## config.mk

```make
export PLATFORM = sky130hd
export DESIGN_NAME = nibble_serializer_flat
export DESIGN_NICKNAME = d
export VERILOG_FILES = /design/src/rtl/nibble_serializer_if.sv /design/src/rtl/nibble_serializer.sv /design/src/flat_wrapper.sv
export SDC_FILE = /design/constraint.sdc
export NUM_CORES = 1
export LEC_CHECK = 0
export CORE_MARGIN = 3
export CORE_UTILIZATION = 44
export CTS_CLUSTER_DIAMETER = 50
export DETAILED_ROUTE_END_ITERATION = 10
export PLACE_DENSITY = 0.76
export SKIP_LAST_GASP = 1
export SLEW_MARGIN = 20
export SYNTH_ARGS = -nofsm -noshare
export SYNTH_HDL_FRONTEND = slang
export SYNTH_SLANG_ARGS = --single-unit
```

## constraint.sdc

```tcl
create_clock -name clk -period 1.5 [get_ports clk]
set_input_delay 0.3 -clock clk [delete_from_list [all_inputs] [get_ports clk]]
set_output_delay 0.3 -clock clk [all_outputs]
set_load 0.01 [all_outputs]
```

## src/rtl/nibble_serializer_if.sv

```systemverilog
// Handshake bundle for the byte-to-nibble serializer.
// The slave view belongs to the serializer. The master view belongs to whatever drives it.
interface nibble_serializer_if #(
  parameter int CNT_W = 8
);
  // byte side
  logic [7:0]       in_byte;
  logic             in_valid;
  logic             in_ready;
  // nibble side
  logic [3:0]       out_nibble;
  logic             out_valid;
  logic             out_ready;
  logic             out_last;
  // completed-byte counter
  logic [CNT_W-1:0] byte_cnt;

  modport slave (
    input  in_byte, in_valid, out_ready,
    output in_ready, out_nibble, out_valid, out_last, byte_cnt
  );

  modport master (
    output in_byte, in_valid, out_ready,
    input  in_ready, out_nibble, out_valid, out_last, byte_cnt
  );
endinterface

```

## src/rtl/nibble_serializer.sv

```systemverilog
// Byte-to-nibble serializer. Each accepted byte is emitted as two nibbles.
// The nibble order is selectable.
// A new byte may be taken while the second nibble drains, so a stream runs at one nibble per clock.
module nibble_serializer #(
  parameter bit LOW_FIRST = 1'b1,
  parameter int CNT_W     = 8
) (
  input logic               clk,
  input logic               rst_n,
  nibble_serializer_if.slave bus
);

  typedef enum logic [1:0] {
    IDLE   = 2'd0,
    FIRST  = 2'd1,
    SECOND = 2'd2
  } state_t;

  // Registered view of the nibble port. It is kept in one struct so that all fields update together.
  typedef struct packed {
    logic       valid;
    logic       last;
    logic [3:0] nibble;
  } out_t;

  state_t           state;
  logic [7:0]       hold_q;
  logic [CNT_W-1:0] cnt_q;
  out_t             out_q;

  logic             rdy;
  logic             in_xfer;
  logic             out_xfer;

  function automatic logic [3:0] first_nib(input logic [7:0] b);
    return LOW_FIRST ? b[3:0] : b[7:4];
  endfunction

  function automatic logic [3:0] second_nib(input logic [7:0] b);
    return LOW_FIRST ? b[7:4] : b[3:0];
  endfunction

  // The ready signal is decoded only from state and out_ready.
  // It never depends on in_valid.
  // In SECOND, a byte may be taken only if the last nibble leaves on the same edge.
  always_comb begin
    rdy      = (state == IDLE) || ((state == SECOND) && bus.out_ready);
    in_xfer  = bus.in_valid && rdy;
    out_xfer = out_q.valid && bus.out_ready;
  end

  // Single FSM process. It updates state, the holding byte, the counter and the registered outputs.
  // Reset overrides any transfer that is offered on the same edge.
  always_ff @(posedge clk) begin
    if (!rst_n) begin
      state        <= IDLE;
      hold_q       <= 8'h00;
      cnt_q        <= '0;
      out_q.valid  <= 1'b0;
      out_q.last   <= 1'b0;
      out_q.nibble <= 4'h0;
    end else begin
      case (state)
        IDLE: begin
          if (in_xfer) begin
            hold_q       <= bus.in_byte;
            state        <= FIRST;
            out_q.valid  <= 1'b1;
            out_q.last   <= 1'b0;
            out_q.nibble <= first_nib(bus.in_byte);
          end
        end
        FIRST: begin
          if (out_xfer) begin
            state        <= SECOND;
            out_q.last   <= 1'b1;
            out_q.nibble <= second_nib(hold_q);
          end
        end
        SECOND: begin
          if (out_xfer) begin
            cnt_q <= cnt_q + CNT_W'(1);
            if (in_xfer) begin
              // back-to-back byte: go straight to its first nibble, no bubble
              hold_q       <= bus.in_byte;
              state        <= FIRST;
              out_q.last   <= 1'b0;
              out_q.nibble <= first_nib(bus.in_byte);
            end else begin
              state        <= IDLE;
              out_q.valid  <= 1'b0;
              out_q.last   <= 1'b0;
              out_q.nibble <= 4'h0;
            end
          end
        end
        default: begin
          state        <= IDLE;
          out_q.valid  <= 1'b0;
          out_q.last   <= 1'b0;
          out_q.nibble <= 4'h0;
        end
      endcase
    end
  end

  assign bus.in_ready   = rdy;
  assign bus.out_valid  = out_q.valid;
  assign bus.out_last   = out_q.last;
  assign bus.out_nibble = out_q.nibble;
  assign bus.byte_cnt   = cnt_q;

endmodule
```

## src/flat_wrapper.sv

```systemverilog
// flat-port wrapper written by rule: the top's interface ports become plain ports
module nibble_serializer_flat 
#(
  parameter bit LOW_FIRST = 1'b1,
  parameter int CNT_W     = 8
)
  (clk, rst_n, bus_in_byte, bus_in_valid, bus_out_ready, bus_in_ready, bus_out_nibble, bus_out_valid, bus_out_last, bus_byte_cnt);
  nibble_serializer_if #(.CNT_W(CNT_W)) bus_i ();
  input logic clk;
  input logic rst_n;
  input wire logic [$bits(bus_i.in_byte)-1:0] bus_in_byte;
  input wire logic [$bits(bus_i.in_valid)-1:0] bus_in_valid;
  input wire logic [$bits(bus_i.out_ready)-1:0] bus_out_ready;
  output wire logic [$bits(bus_i.in_ready)-1:0] bus_in_ready;
  output wire logic [$bits(bus_i.out_nibble)-1:0] bus_out_nibble;
  output wire logic [$bits(bus_i.out_valid)-1:0] bus_out_valid;
  output wire logic [$bits(bus_i.out_last)-1:0] bus_out_last;
  output wire logic [$bits(bus_i.byte_cnt)-1:0] bus_byte_cnt;
  assign bus_i.in_byte = bus_in_byte;
  assign bus_i.in_valid = bus_in_valid;
  assign bus_i.out_ready = bus_out_ready;
  assign bus_in_ready = bus_i.in_ready;
  assign bus_out_nibble = bus_i.out_nibble;
  assign bus_out_valid = bus_i.out_valid;
  assign bus_out_last = bus_i.out_last;
  assign bus_byte_cnt = bus_i.byte_cnt;
  nibble_serializer #(.LOW_FIRST(LOW_FIRST), .CNT_W(CNT_W)) u_core (.clk(clk), .rst_n(rst_n), .bus(bus_i));
endmodule
```

## Word level (Yosys, flattened, before mapping)

Cells that the tools add are included.
W data, S select, Z words.

- Flip-flop bits (word level): 24
- Latch bits: 0
- RAM bits: 0
- ROM bits: 0
- Input port bits: 12
- Output and inout port bits: 15
- Word-level logic and storage cells: 39
- Memories kept: 0

- Add/subtract/negate cells: 1
- Multipliers: 0
- Divide/modulo/power cells: 0
- $lt $le $gt $ge: 0
- Eq/ne operators: 6
- Shifts and indexed selects: 0
- Muxes and demuxes: 15
- Bitwise logic cells: 1
- Reductions and logical operators: 10

Operators by type and width:

| kind | count |
|---|---|
| $mux W8 | 2 |
| $pmux W8 S2 | 1 |
| $pmux W5 S3 | 1 |
| $mux W6 | 2 |
| $add A8 B1 Y8 const B | 1 |
| $mux W2 | 3 |
| $ne A2 B1 Y1 const B | 3 |
| $pmux W2 S3 | 1 |
| $mux W5 | 1 |
| $mux W4 | 1 |
| $reduce_and A2 Y1 | 2 |
| $reduce_and A4 Y1 | 1 |
| $logic_and A1 B1 Y1 | 3 |
| $pmux W1 S3 | 1 |
| $reduce_and A3 Y1 | 1 |
| $eq A2 B1 Y1 const B | 1 |
| $eq A2 B2 Y1 const B | 1 |
| $logic_not A2 Y1 | 1 |
| $mux W1 | 2 |
| $ne A2 B2 Y1 const B | 1 |
| $reduce_bool A2 Y1 | 1 |
| $logic_or A1 B1 Y1 | 1 |
| $not A1 Y1 | 1 |

## Logic depth before layout (Yosys ltp)

- Depth after elaboration: 7
- Mapped depth: 5
- Gate-level depth less buffers: 4

## Worst setup path after synthesis

No wires, ideal clock.

- Kind: register -> register
- From: reg, netlist name u_core.bus.out_last
- To: reg u_core.out_q, in the netlist u_core.bus.out_nibble[2]
- Library setup time: 117 ps
- Arrival: 1278 ps
- Required time: 1383 ps
- Path slack: 105 ps
- Stages on the path, launching flop included: 6
- Buffers on the path: 1
- Clock period less this slack: 1395 ps
- Path through: dfxtp_1 a21boi_2 nor2b_1 buf_6 a22o_1 a22o_1

RTL lines:

| what | RTL line | text |
|---|---|---|
| end, declared | nibble_serializer.sv:29 | `out_t out_q;` |

## Worst setup path in the final report

- From: reg u_core.state[0]
- To: reg u_core.out_q, in the netlist u_core.bus.out_nibble[2]

- Word-level cells in the longest chain between the ends: 7
- Elaborated cells between the ends (all ways): 13
- Those cells by class: eq/ne (5); mux (3); reduce/logical (5)

Ends and longest elaborated chain:

| what | RTL line | text |
|---|---|---|
| start, declared | nibble_serializer.sv:26 | `state_t state;` |
| start signal, assigned | nibble_serializer.sv:56 | `state <= IDLE;` |
| start signal, assigned | nibble_serializer.sv:67 | `state <= FIRST;` |
| start signal, assigned | nibble_serializer.sv:75 | `state <= SECOND;` |
| $eq A2 B2 Y1 | nibble_serializer.sv:47, nibble_serializer.sv:63 |  |
| $logic_and A1 B1 Y1 | nibble_serializer.sv:47 | `rdy = (state == IDLE) \|\| ((state == SECOND) && bus.out_ready);` |
| $logic_or A1 B1 Y1 | nibble_serializer.sv:47 |  |
| $logic_and A1 B1 Y1 | nibble_serializer.sv:48 | `in_xfer = bus.in_valid && rdy;` |
| $mux W4 | nibble_serializer.sv:83 | `if (in_xfer) begin` |
| $mux W6 | nibble_serializer.sv:81 | `if (out_xfer) begin` |
| $pmux W5 S3 | nibble_serializer.sv:63 | `case (state)` |

Parallel ways exist; a longest one is shown, timed or not. The select of a mux whose other input is x is not followed.
A chain may end at the register's enable or synchronous reset.

==> reports/summary.log <==
[finish] utilization of the core after routing 0.712
[sta] final-layout worst hold slack 0.405 ns
[sta] RSZ-0062 raised after global routing false
[drt] first-pass iteration count of the detailed router 4
[finish] Final nets 139
[setup_path] worst setup path category flip-flop to flip-flop
[sta] Setup Total Neg Slack 0 ns
[clock_tree] cts bufs inserted 3
[placement] final RePlAce weighted congestion 0.844
[power_and_ir_drop] ratio of total power to cell area 747 nW/um^2
[yosys] cell area after synthesis 866 um^2
[clock_tree] CTS sink cnt 19
[power_and_ir_drop] Leak 0.000653 uW
[drt] routed length per placed instance 12.2 um
[yosys] cell taking the most area after synthesis dfxtp_1
[setup_path] Crit-path slowest cell dfxtp_1
[setup_path] maximum fanout along the worst path 8
[setup_path] data arrival time at the worst-slack endpoint 1.58 ns
[die] FP Rows 15
[yosys] number of warnings issued by yosys 0
[die] area of the placeable core 1780 um^2
[clock_tree] Clock Path Buffers 2
[die] I/O pin count 27
[finish] count of non-filler cells in the finished layout 150
[clock_tree] H-tree level count 1
[clock_tree] Clock transition at path regs 0.10 ns
[finish] area growth from synthesis to final layout 46.5%
[setup_path] critical path data required time 1.69 ns
[sta] fmax 718 MHz
[setup_path] CP Buf/Inv Count 1
[sta] actual slew at the worst max-slew pin 0.323 ns
[setup_path] kind of start point of the critical path flip-flop
[drt] number of remaining DRC errors 0
[die] horizontal extent of the die 50.4 um
[setup_path] crit path cell chain nor2b_2 > nor2b_1 > buf_4 > a22o_1 > a22o_1
[status] run status completed
[sta] final hold viol count 0
[sta] minimum period implied by the final worst setup slack 1.39 ns
[die] area of the die 2540 um^2
[grt] Remaining Overflow, GRT 0
[placement] Buffers on Ports 26
[job] max-capacitance violation count 0
[sta] Finish-stage setup viols 0
[clock_tree] number of buffers inserted for hold repair after clock tree synthesis 0
[grt] number of global-route vias before repair 739
[min_path] Tightest Hold Check Type primary input to flip-flop
[grt] first-pass GRT wire length 3.14 mm
[grt] antenna violations before repair 0
[setup_path] Max stage delay on crit path 0.49 ns
[drt] overall routed net length 1.83 mm
[clock_tree] Clk Tree Root Cell clkbuf_4
[yosys] average footprint of a synthesized cell 9.95 um^2
[finish] layout cell share with drive strength beyond 1 0.200
[die] Initial Util 0.486
[yosys] Synth top area share 0.439
[yosys] dominant cells by area after synthesis dfxtp_1, a22o_1, mux2i_1, nor2b_1, xnor2_1
[yosys] sequential element share of the synthesized area 0.439
[placement] Cell Count Post-Placement 145
[yosys] Post-Syn Nets 100
[sta] post-route fraction of the period consumed by the critical path 0.928
[sta] worst clock skew on the final layout 0.00224 ns
[setup_path] delay-heaviest family, CP flip-flops
[drt] Avg Vias per Cell 5.03
[placement] DP Wirelength 1.43 mm
[sta] relative slew slack 0.784
[yosys] cell count after synthesis 87
[die] die height 50.4 um
[sta] max-slew violation count 0
[drt] total vias in the final route 755
[yosys] Yosys reg bits 19
[grt] pin count of the biggest net entering global routing 13
[power_and_ir_drop] Overall Power 948 uW
[setup_path] cell repeated most along the worst path a22o_1
[finish] number of diodes 0
[power_and_ir_drop] worst supply voltage drop on vdd 0.000553 V
[clock_tree] clock insertion delay at the later pin of the skew report 0.28 ns
[clock_tree] TritonCTS clock tree done
[drt] drt initial violations 6
[grt] GRT Total Usage 0.157
[setup_path] capturing element type of the critical path flip-flop
[drt] antenna-violating nets left 0
[yosys] number of distinct library cells after synthesis 30
## logic make-up after synthesis
| family | Yosys count | synth area share |
|---|---|---|
| AO/OA/AOI/OAI | 18 | 0.163 |
| XOR/XNOR | 6 | 0.0607 |
| adder cells (fa/ha/maj) | 1 | 0.0144 |
| buffers and inverters | 8 | 0.0448 |
| flip-flops | 19 | 0.439 |
| multiplexers | 6 | 0.0694 |
| AND/OR/NAND/NOR | 29 | 0.208 |
## Yosys cell counts
cell type / instances
buf_2: 1
buf_6: 1
a21oi_1: 1
and3_1: 1
a31oi_1: 1
ha_1: 1
a311oi_1: 1
a21boi_2: 1
a21boi_0: 2
and4b_1: 1
inv_2: 1
o211ai_1: 1
xnor2_1: 5
and2_1: 6
a22o_1: 8
nor3_2: 1
a21boi_1: 1
nand3_1: 4
inv_1: 3
mux2i_1: 6
clkbuf_1: 2
o21ai_0: 2
nand2b_1: 1
and4_1: 2
nor3_1: 1
nor2b_1: 7
dfxtp_1: 19
nand2_1: 3
nand4_1: 2
xor2_1: 1
## final timing paths
path	from	to	slack, ns	depth (start not counted)
min	bus_out_ready	u_core.state[0]	0.40	3
max	u_core.state[0]	u_core.bus.out_nibble[2]	0.11	5
min reg2reg	u_core.bus.byte_cnt[7]	u_core.bus.byte_cnt[7]	0.48	2
max reg2reg	u_core.state[0]	u_core.bus.out_nibble[2]	0.11	5
## repair_timing
item,in CTS,in global routing
setup endpoints to repair,10,19
buffers inserted,0,1
gates resized for setup,17,11
## layer usage
metal	vias up	global-route usage	wire [um]	part of all wire
met2	14	0.261	863	0.47
met3	2	0.0267	76	0.041
met5	-	0	0	0
li1	387	-	-	-
met4	0	0.0448	12	0.0066
met1	352	0.206	878	0.48
## report_power, final
part / total [uW] / internal (uW) / switching [uW]
clock network: 247 / 103 / 144
logic: 157 / 95.3 / 61.3
registers: 545 / 524 / 20.3
## stage by stage
| step | setup slack [ns] | cell area, um^2 |
|---|---|---|
| global route | 0.0449 | 1270 |
| floorplan | 0.105 | 866 |
| finish | 0.107 | 1270 |
| detailed placement | -0.316 | 1220 |
| CTS | -0.0453 | 1240 |
| global placement | -0.293 | 1220 |
## sequential cells by signal, indices dropped and copies added, names as in the netlist
register / flops
u_core.state: 1
u_core.bus.out_last: 1
u_core.hold_q: 4
u_core.bus.byte_cnt: 8
u_core.bus.out_valid: 1
u_core.bus.out_nibble: 4
## area by class of cell
cell class                      instances  area (um^2)
Timing Repair Buffer                   38          355
Clock buffer                            4         26.3
Multi-Input combinational cell         60          449
Tap cell                               25         31.3
Inverter                                4         15.0
Fill cell                             159          514
Sequential cell                        19          392
## worst register-to-register path, delay by kind of cell, from the launching register on
family / cells / cell delay [ns]
buffers and inverters: 1 / 0.15
flip-flops: 1 / 0.49
AO/OA/AOI/OAI: 2 / 0.44
AND/OR/NAND/NOR: 2 / 0.22
## cell usage in the layout, fill, tap and decap left out, types with 2 or more instances in the layout
master / count
nor2b_1: 6
clkbuf_4: 3
dfxtp_2: 3
mux2i_1: 6
clkdlybuf4s50_1: 9
nand3_1: 4
dlymetal6s2s_1: 7
and2_1: 6
o21ai_0: 2
xnor2_1: 5
nand2_1: 3
buf_4: 11
dlygate4sd2_1: 9
nand4_1: 2
dfxtp_4: 2
dfxtp_1: 14
a22o_1: 8
and4_1: 2
a21boi_0: 2
inv_1: 3
Power figures use the tool's default switching activity.
